## src/rtl/gray_dec_pkg.sv

```systemverilog
// Shared types and default parameters for the gray-code receive tracker.
// Imported by gray2bin and gray_decode_tracker.
package gray_dec_pkg;

    typedef enum logic [1:0] {
        IDLE  = 2'd0,
        TRACK = 2'd1,
        FAULT = 2'd2
    } gdt_state_t;

    localparam int GDT_WIDTH     = 8;
    localparam int GDT_ERR_LIMIT = 3;
    localparam int GDT_CNT_W     = 8;

endpackage

```

## src/rtl/gray2bin.sv

```systemverilog
// Purely combinational gray-to-binary decoder, WIDTH-parameterised.
// Each binary bit is the XOR of the gray bit and every gray bit above it.
module gray2bin
    import gray_dec_pkg::*;
#(
    parameter int WIDTH = GDT_WIDTH
) (
    input  logic [WIDTH-1:0] gray,
    output logic [WIDTH-1:0] bin
);

    always_comb begin
        bin = '0;
        for (int i = 0; i < WIDTH; i++) begin
            bin[i] = ^(gray >> i);
        end
    end

endmodule

```

## src/rtl/gray_decode_tracker.sv

```systemverilog
// Gray-code receive tracker: captures, decodes and classifies position moves.
// Optional input synchronizer is enabled by defining GRAY_DEC_SYNC_EN.
module gray_decode_tracker
    import gray_dec_pkg::*;
#(
    parameter int WIDTH     = GDT_WIDTH,
    parameter int ERR_LIMIT = GDT_ERR_LIMIT,
    parameter int CNT_W     = GDT_CNT_W
) (
    input  logic             clk,
    input  logic             rst,
    input  logic [WIDTH-1:0] gray_in,
    input  logic             sample_en,
    input  logic             err_clr,
    output logic [WIDTH-1:0] bin_out,
    output logic             valid,
    output logic             step_up,
    output logic             step_down,
    output logic             jump_err,
    output logic [CNT_W-1:0] err_count,
    output logic             fault
);

    localparam int               CONS_W   = $clog2(ERR_LIMIT + 1);
    localparam logic [CONS_W-1:0] CONS_ONE = CONS_W'(1);
    localparam logic [CONS_W-1:0] LIMIT    = CONS_W'(ERR_LIMIT);
    localparam logic [CNT_W-1:0]  CNT_ONE  = CNT_W'(1);
    localparam logic [CNT_W-1:0]  CNT_MAX  = '1;
    localparam logic [WIDTH-1:0]  BIN_ONE  = WIDTH'(1);
    localparam logic [WIDTH-1:0]  BIN_ONES = '1;

    logic [WIDTH-1:0] cap_src;

`ifdef GRAY_DEC_SYNC_EN
    logic [WIDTH-1:0] sync1_q, sync1_d;
    logic [WIDTH-1:0] sync2_q, sync2_d;

    always_comb begin
        sync1_d = gray_in;
        sync2_d = sync1_q;
    end

    always_ff @(posedge clk or posedge rst) begin
        if (rst) begin
            sync1_q <= '0;
            sync2_q <= '0;
        end else begin
            sync1_q <= sync1_d;
            sync2_q <= sync2_d;
        end
    end

    assign cap_src = sync2_q;
`else
    assign cap_src = gray_in;
`endif

    // Capture stage: g_q holds the sampled code, pend_q marks it as new.
    logic [WIDTH-1:0] g_q, g_d;
    logic             pend_q, pend_d;

    always_comb begin
        g_d    = sample_en ? cap_src : g_q;
        pend_d = sample_en;
    end

    logic [WIDTH-1:0] new_bin;
    logic [WIDTH-1:0] diff;
    logic             is_up, is_down, is_jump;

    gray2bin #(.WIDTH(WIDTH)) u_gray2bin (
        .gray (g_q),
        .bin  (new_bin)
    );

    // bin_out_q always holds the previous sample, so it doubles as prev_bin.
    logic [WIDTH-1:0] bin_out_q, bin_out_d;

    always_comb begin
        diff    = new_bin - bin_out_q;
        is_up   = (diff == BIN_ONE);
        is_down = (diff == BIN_ONES);
        is_jump = (diff != '0) && !is_up && !is_down;
    end

    gdt_state_t       state_q, state_d;
    logic [CONS_W-1:0] consec_q, consec_d;

    always_ff @(posedge clk or posedge rst) begin
        if (rst) begin
            state_q  <= IDLE;
            consec_q <= '0;
        end else begin
            state_q  <= state_d;
            consec_q <= consec_d;
        end
    end

    always_comb begin
        state_d  = state_q;
        consec_d = consec_q;
        case (state_q)
            IDLE: begin
                if (pend_q) state_d = TRACK;
            end
            TRACK: begin
                if (pend_q) begin
                    if (is_jump) begin
                        consec_d = consec_q + CONS_ONE;
                        if (consec_d == LIMIT) state_d = FAULT;
                    end else begin
                        consec_d = '0;
                    end
                end
            end
            FAULT: ;
            default: state_d = IDLE;
        endcase
        // err_clr overrides any transition decided above, including FAULT entry.
        if (err_clr && (state_q != IDLE)) begin
            state_d  = TRACK;
            consec_d = '0;
        end
    end

    always_comb begin
        fault = (state_q == FAULT);
    end

    logic             valid_q, valid_d;
    logic             step_up_q, step_up_d;
    logic             step_down_q, step_down_d;
    logic             jump_err_q, jump_err_d;
    logic [CNT_W-1:0] err_count_q, err_count_d;

    // NOTE: every variable gets a default before any branch, so no latch can be inferred.
    always_comb begin
        bin_out_d   = bin_out_q;
        valid_d     = 1'b0;
        step_up_d   = 1'b0;
        step_down_d = 1'b0;
        jump_err_d  = 1'b0;
        err_count_d = err_count_q;
        if (pend_q) begin
            bin_out_d = new_bin;
            valid_d   = 1'b1;
            if (state_q != IDLE) begin
                step_up_d   = is_up   && (state_q != FAULT);
                step_down_d = is_down && (state_q != FAULT);
                jump_err_d  = is_jump;
            end
        end
        if (jump_err_d && (err_count_q != CNT_MAX)) err_count_d = err_count_q + CNT_ONE;
        if (err_clr) err_count_d = '0;
    end

    // NOTE: sequential state uses non-blocking assignments and an asynchronous reset.
    always_ff @(posedge clk or posedge rst) begin
        if (rst) begin
            g_q         <= '0;
            pend_q      <= 1'b0;
            bin_out_q   <= '0;
            valid_q     <= 1'b0;
            step_up_q   <= 1'b0;
            step_down_q <= 1'b0;
            jump_err_q  <= 1'b0;
            err_count_q <= '0;
        end else begin
            g_q         <= g_d;
            pend_q      <= pend_d;
            bin_out_q   <= bin_out_d;
            valid_q     <= valid_d;
            step_up_q   <= step_up_d;
            step_down_q <= step_down_d;
            jump_err_q  <= jump_err_d;
            err_count_q <= err_count_d;
        end
    end

    assign bin_out   = bin_out_q;
    assign valid     = valid_q;
    assign step_up   = step_up_q;
    assign step_down = step_down_q;
    assign jump_err  = jump_err_q;
    assign err_count = err_count_q;

endmodule

```

## config.mk

```make
export PLATFORM = sky130hd
export DESIGN_NAME = gray_decode_tracker
export DESIGN_NICKNAME = d
export VERILOG_FILES = /design/src/rtl/gray_dec_pkg.sv /design/src/rtl/gray2bin.sv /design/src/rtl/gray_decode_tracker.sv
export SDC_FILE = /design/constraint.sdc
export NUM_CORES = 1
export LEC_CHECK = 0
export CAP_MARGIN = 40
export CORE_ASPECT_RATIO = 1.4
export CORE_MARGIN = 3
export CORE_UTILIZATION = 52
export DETAILED_ROUTE_END_ITERATION = 12
export PLACE_DENSITY = 0.79
export SYNTH_ARGS = -nofsm -noshare
export SYNTH_HDL_FRONTEND = slang
export SYNTH_SLANG_ARGS = --single-unit
```

## constraint.sdc

```tcl
create_clock -name clk -period 6 [get_ports clk]
set_input_delay 1.2 -clock clk [delete_from_list [all_inputs] [get_ports clk]]
set_output_delay 1.2 -clock clk [all_outputs]
set_load 0.01 [all_outputs]
```

# Yosys cells after proc, flatten, opt, wreduce, memory -nomap -nowiden

Index checks and enable logic that the tools add are counted.

Latch bits: 0
Output and inout port bits: 21
RAM bits: 0
Bits in read-only memories: 0
Memories kept: 0
Flip-flop bits (word level): 33
Word-level logic and storage cells: 68

$mul: 0
Multiplexer cells: 19
Equality and inequality tests: 12
Order comparisons: 0
Div/mod/pow operators: 0
Bitwise gates (word level): 0
Shifts and indexed selects: 0
Reduce and logical (&&, ||, !) cells: 24
$add $sub $neg: 3

Operators with widths:

| kind                | number |
|---|---|
| $reduce_xor 8->1    | 8 |
| $mux 2              | 9 |
| $mux 8              | 2 |
| $ne 3x3->1 const B  | 4 |
| $add 8x1->8 const B | 1 |
| $eq 8x1->1 const B  | 1 |
| $eq 8x8->1 const B  | 1 |
| $ne 8x8->1 const B  | 1 |
| $reduce_bool 2->1   | 4 |
| $reduce_bool 8->1   | 1 |
| $sub 8x8->8         | 1 |
| $mux 1              | 7 |
| $logic_and 1x1->1   | 6 |
| $pmux 2 s3          | 1 |
| $reduce_and 5->1    | 1 |
| $eq 2x2->1 const B  | 2 |
| $add 2x1->2 const B | 1 |
| $eq 2x1->1 const B  | 1 |
| $logic_not 1->1     | 2 |
| $logic_not 2->1     | 1 |
| $ne 2x1->1 const B  | 1 |
| $ne 2x2->1 const B  | 1 |
| $reduce_and 2->1    | 1 |

# Depth between registers and ports, before layout

Depth after elaboration: 11
Mapped depth: 18

# By module

A second synthesis with hierarchy kept.

Cell total of the unflattened synthesis: 199
Area total of the unflattened synthesis: 2049.5 um^2

By module, submodules not included:

| module              | sequential area each (um^2) | cells an instance | area each (um^2) | instances |
|---|---|---|---|---|
| gray_decode_tracker | 825.8                       | 189               | 1924.3           | 1 |
| gray2bin            | 0.0                         | 10                | 125.1            | 1 |

# Worst setup path after synthesis

OpenSTA, ideal clock, no wires.

Path type: register to register
Start point: reg g_q[7]
End point: reg err_count_q[5], in the netlist err_count[5]
Data required time: 5.875 ns
Stages on the path, launching flop included: 18
Slack: 1.735 ns
Data arrival time: 4.140 ns
Path buffers: 0
Clock period less this slack: 4.265 ns
Cells stage by stage: dfrtp_1 -> xnor2_2 -> xnor2_1 -> xnor2_2 -> xor2_1 -> xor2_1 -> xnor2_1 -> ha_1 -> inv_1 -> fa_1 -> a211o_1 -> a21o_1 -> a21oi_1 -> xnor2_1 -> a41o_1 -> nor3_2 -> and4_1 -> mux2_4

Word-level cells in the longest chain between the ends: 10
Elaborated cells between the ends (all ways): 20

RTL lines:

| what                          | RTL line                   | source |
|---|---|---|
| from (decl)                   | gray_decode_tracker.sv:59  | `logic [WIDTH-1:0] g_q, g_d;` |
| from (signal assigned)        | gray_decode_tracker.sv:169 | `g_q <= g_d;` |
| $reduce_xor 8->1 *            | gray2bin.sv:15             | `bin[i] = ^(gray >> i);` |
| net new_bin[3]                | gray_decode_tracker.sv:67  | `logic [WIDTH-1:0] new_bin;` |
| $sub 8x8->8 *                 | gray_decode_tracker.sv:80  | `diff = new_bin - bin_out_q;` |
| $eq 8x1->1                    | gray_decode_tracker.sv:81  | `is_up = (diff == BIN_ONE);` |
| $logic_not 1->1               | gray_decode_tracker.sv:83  | `is_jump = (diff != '0) && !is_up && !is_down;` |
| $logic_and 1x1->1             | gray_decode_tracker.sv:83  |  |
| $logic_and 1x1->1 *           | gray_decode_tracker.sv:83  |  |
| $mux 1 *                      | gray_decode_tracker.sv:147 | `if (state_q != IDLE) begin` |
| $mux 1 *                      | gray_decode_tracker.sv:144 | `if (pend_q) begin` |
| $logic_and 1x1->1 *           | gray_decode_tracker.sv:153 | `if (jump_err_d && (err_count_q != CNT_MAX)) err_count_d = err_count_q + CNT_ONE;` |
| $reduce_bool 2->1 (no line) * | --                         |  |
| to (signal assigned)          | gray_decode_tracker.sv:176 | `err_count_q <= err_count_d;` |
| to (decl)                     | gray_decode_tracker.sv:134 | `logic [CNT_W-1:0] err_count_q, err_count_d;` |

The timed path passes the listed nets; every way through them passes the cells marked *.
A chain may end at the register's enable or synchronous reset.

# Final worst setup path

Same ends and word-level chain as after synthesis.

==> results.yml <==
final_layout:
  final_area_um2: 2350
  final_common_cell: "dfrtp_1"
  syn2layout_area_growth_pct: 24.2
  final_nets: 238
  fillers: 292
  insertedDiodeCount: 0
  final_cell_mix: "dfrtp_1 (33), clkdlybuf4s50_1 (32), inv_1 (16)"
  finalNonFillerCells: 256
  layout-drive-gt1-share: 0.125
critical_path:
  path_delay_family: "XOR/XNOR gates"
  required_ns: 6.17
  critPathSlowestCell: "nor3_2"
  r2r_start: "g_q[7]$_DFFE_PP0P_"
  rr_endpoint: "err_count[5]$_DFFE_PP0P_"
  reg2reg_depth: 17
  crit_path_end_kind: "flop"
  critPathBufInv: 1
  worstPathMaxFanout: 12
  cp_cell_sequence: "xnor2_2 -> xnor2_1 -> xnor2_2 -> xor2_1 -> xor2_1 -> xnor2_1 -> ha_1 -> inv_1 -> fa_1 -> a211o_1 -> a21o_1 -> a21oi_1 -> xnor2_1 -> a41o_1 -> nor3_2 -> and4_1 -> mux2_4"
  critPathMaxStageDelay_ns: 0.62
  r2r_setup_slack_ns: 0.90
  cp.arrival_ns: 5.27
  path_depth: 17
  start_kind: "flop"
  crit_type: "flop to flop"
  cp_common_cell: "xnor2_1"
global_routing:
  overflow: 0
  grt_pass1_wl_um: 6230
  antenna_found_initial: 0
  first_global_vias: 1473
  grt_max_degree: 34
  grt_use_total: 0.181
synthesis:
  synth_compound_area_frac: 0.138
  synth-xor-area-share: 0.0818
  yosys_warnings: 0
  ys_seq_area_frac: 0.436
  syn_area_um2: 1900
  postSynthCellCount: 182
  synthMuxAreaShare: 0.0726
  synth.avg_cell_area_um2: 10.4
  synth_fp_nets: 205
  yosys.area_share.simple: 0.143
  synth_fa_ha_area_frac: 0.0766
  synth-seq-cells: 33
  yosys.cell_types.count: 52
  synth_top_family_by_area: "simple AND/OR/NAND/NOR gates"
timing:
  timing.setup.tns_ns: 0
  finClkSkew_ns: 0.00466
  hold_slack_ns: 0.517
  hold_viol_final: 0
  grt_setup_unrepaired: "false"
  setup_violations: 0
  min_period_ns: 5.10
  relSlewSlack: 0.497
  tightest_slew_ns: 0.750
  period_share: 0.850
  slew_viol_final: 0
  timing.fmax_ghz: 0.196
  setup_ws_ns: 0.899
floorplanning:
  die-area_um2: 4420
  die_w_um: 57.0
  fp.dieH_um: 77.4
  start_util: 0.551
  ios: 33
  rows: 25
  coreArea_um2: 3440
clock_network:
  cts.clk_slew.worst_paths_ns: 0.07
  cts_buffer_depth: 2
  clkSinkCount: 33
  cts_resized: 0
  clk-insertion-delay-late_ns: 0.28
  clockRootBuffer: "clkbuf_8"
  postCtsSetupBuffers: 0
  cts_tree: "built"
  postCtsHoldBufs: 0
  htree_levels: 2
  cts_buffers: 5
hold_path:
  hold_class: "flop to flop"
  hold_depth: 1
  hold_end: "consec_q[0]$_DFFE_PP0P_"
  hp-start: "consec_q[0]$_DFFE_PP0P_"
run:
  drv_cap: 0
placed_design:
  place_congestion: 0.790
  placed_area_um2: 2240
  pre_cts_slack_ns: 0.931
  placed_cells: 248
  io_buffers: 32
  place_hpwl_um: 2670
power_and_ir_drop:
  p_leak_nw: 1.04
  powerDensity_nw_per_um2: 440
  ir_worst_vdd_mv: 0.303
detailed_routing:
  dr.first_iter.drc_count: 50
  wire_per_inst_um: 13.8
  drc_errors: 0
  vias_per_cell: 5.61
  routed_wl_um: 3550
  vias: 1436
  postRouteAntennaNets: 0
  drt_pass1_iterations: 4
outcome:
  outcome: "completed"
## registers in the layout (all words and copies together), names as in the netlist
name / cells
g_q: 8
jump_err: 1
step_up: 1
pend_q: 1
state_q: 2
err_count: 8
valid: 1
bin_out: 8
step_down: 1
consec_q: 2
## Yosys cell counts (all sizes together)
| cell type | n | area, um^2 |
|---|---|---|
| mux2i | 1 | 10.0 |
| nor2 | 13 | 48.8 |
| a31o | 1 | 8.76 |
| a311o | 1 | 10.0 |
| a211oi | 2 | 20.0 |
| nand3 | 4 | 20.0 |
| nor4 | 2 | 27.5 |
| o32a | 1 | 10.0 |
| o21bai | 1 | 7.51 |
| a21o | 3 | 22.5 |
| a21oi | 9 | 45.0 |
| a41oi | 1 | 8.76 |
| nand4 | 2 | 12.5 |
| a31oi | 1 | 6.26 |
| xor2 | 4 | 35.0 |
| fa | 1 | 20.0 |
| a211o | 2 | 17.5 |
| o31ai | 2 | 15.0 |
| or3 | 1 | 6.26 |
| xnor2 | 12 | 120 |
| o22ai | 1 | 6.26 |
| buf | 3 | 20.0 |
| nand4b | 1 | 8.76 |
| nand3b | 1 | 7.51 |
| nor2b | 2 | 12.5 |
| clkbuf | 4 | 15.0 |
| nand2b | 2 | 12.5 |
| inv | 17 | 63.8 |
| a41o | 1 | 10.0 |
| and4 | 1 | 8.76 |
| nor3 | 3 | 20.0 |
| or4b | 1 | 13.8 |
| o21a | 2 | 15.0 |
| ha | 10 | 125 |
| mux2 | 11 | 128 |
| nor3b | 2 | 15.0 |
| a21bo | 1 | 10.0 |
| dfrtp | 33 | 826 |
| nand2 | 10 | 37.5 |
| o21ai | 9 | 48.8 |
| and3 | 3 | 20.0 |
## worst register-to-register path, delay by kind of cell (launching register included)
| family | cells | cell delay, ns |
|---|---|---|
| AO/OA/AOI/OAI | 4 | 0.97 |
| XOR/XNOR | 7 | 1.71 |
| adder cells (fa/ha/maj) | 2 | 0.59 |
| buffers and inverters | 1 | 0.04 |
| flip-flops | 1 | 0.44 |
| multiplexers | 1 | 0.30 |
| AND/OR/NAND/NOR | 2 | 0.94 |
## worst max-delay path by stage
stage	from	endpoint
floorplan	g_q[7]$_DFFE_PP0P_	err_count[5]$_DFFE_PP0P_
global placement	g_q[7]$_DFFE_PP0P_	err_count[5]$_DFFE_PP0P_
detailed placement	g_q[7]$_DFFE_PP0P_	err_count[5]$_DFFE_PP0P_
CTS	g_q[7]$_DFFE_PP0P_	err_count[5]$_DFFE_PP0P_
global route	g_q[7]$_DFFE_PP0P_	err_count[5]$_DFFE_PP0P_
finish	g_q[7]$_DFFE_PP0P_	err_count[5]$_DFFE_PP0P_
## cell type report
| type | count | area, um^2 | area share |
|---|---|---|---|
| Sequential cell | 33 | 826 | 0.351 |
| Clock inverter | 1 | 30.0 | 0.0128 |
| Multi-Input combinational cell | 125 | 971 | 0.412 |
| Timing Repair Buffer | 33 | 328 | 0.139 |
| Tap cell | 40 | 50.0 | 0.0213 |
| Clock buffer | 7 | 86.3 | 0.0367 |
| Inverter | 17 | 63.8 | 0.0271 |
## routing by layer
layer / vias up / global-route usage / part of all wire
li1: 697 / - / -
met1: 691 / 0.176 / 0.37
met2: 42 / 0.346 / 0.56
met3: 6 / 0.0516 / 0.046
met4: 0 / 0.0719 / 0.016
met5: - / 0 / 0
## report_power, final
group	internal [mW]	leakage (nW)	switching, mW
combinational	0.251	0.565	0.283
clock	0.135	0.0585	0.0773
sequential	0.259	0.411	0.0309
total	0.645	1.04	0.391
## logic make-up (layout without fill, tap and decap cells)
logic type                 Yosys count  in the layout
muxes                               12             12
buffers and inverters               24             58
xor gates and xnor gates            16             16
and+or+nand+nor                     48             48
adders and majority gates           11             11
DFF                                 33             33
AOI/OAI and AO/OA                   38             38
## stage by stage
stage	utilization	total power, mW
final	0.684	1.04
after detailed placement	0.651	0.829
after CTS	0.684	1.05
after global routing	0.684	1.12
after floorplan	-	0.695
after global placement	0.651	0.805
Note: power is estimated with default switching activity, not from simulation.
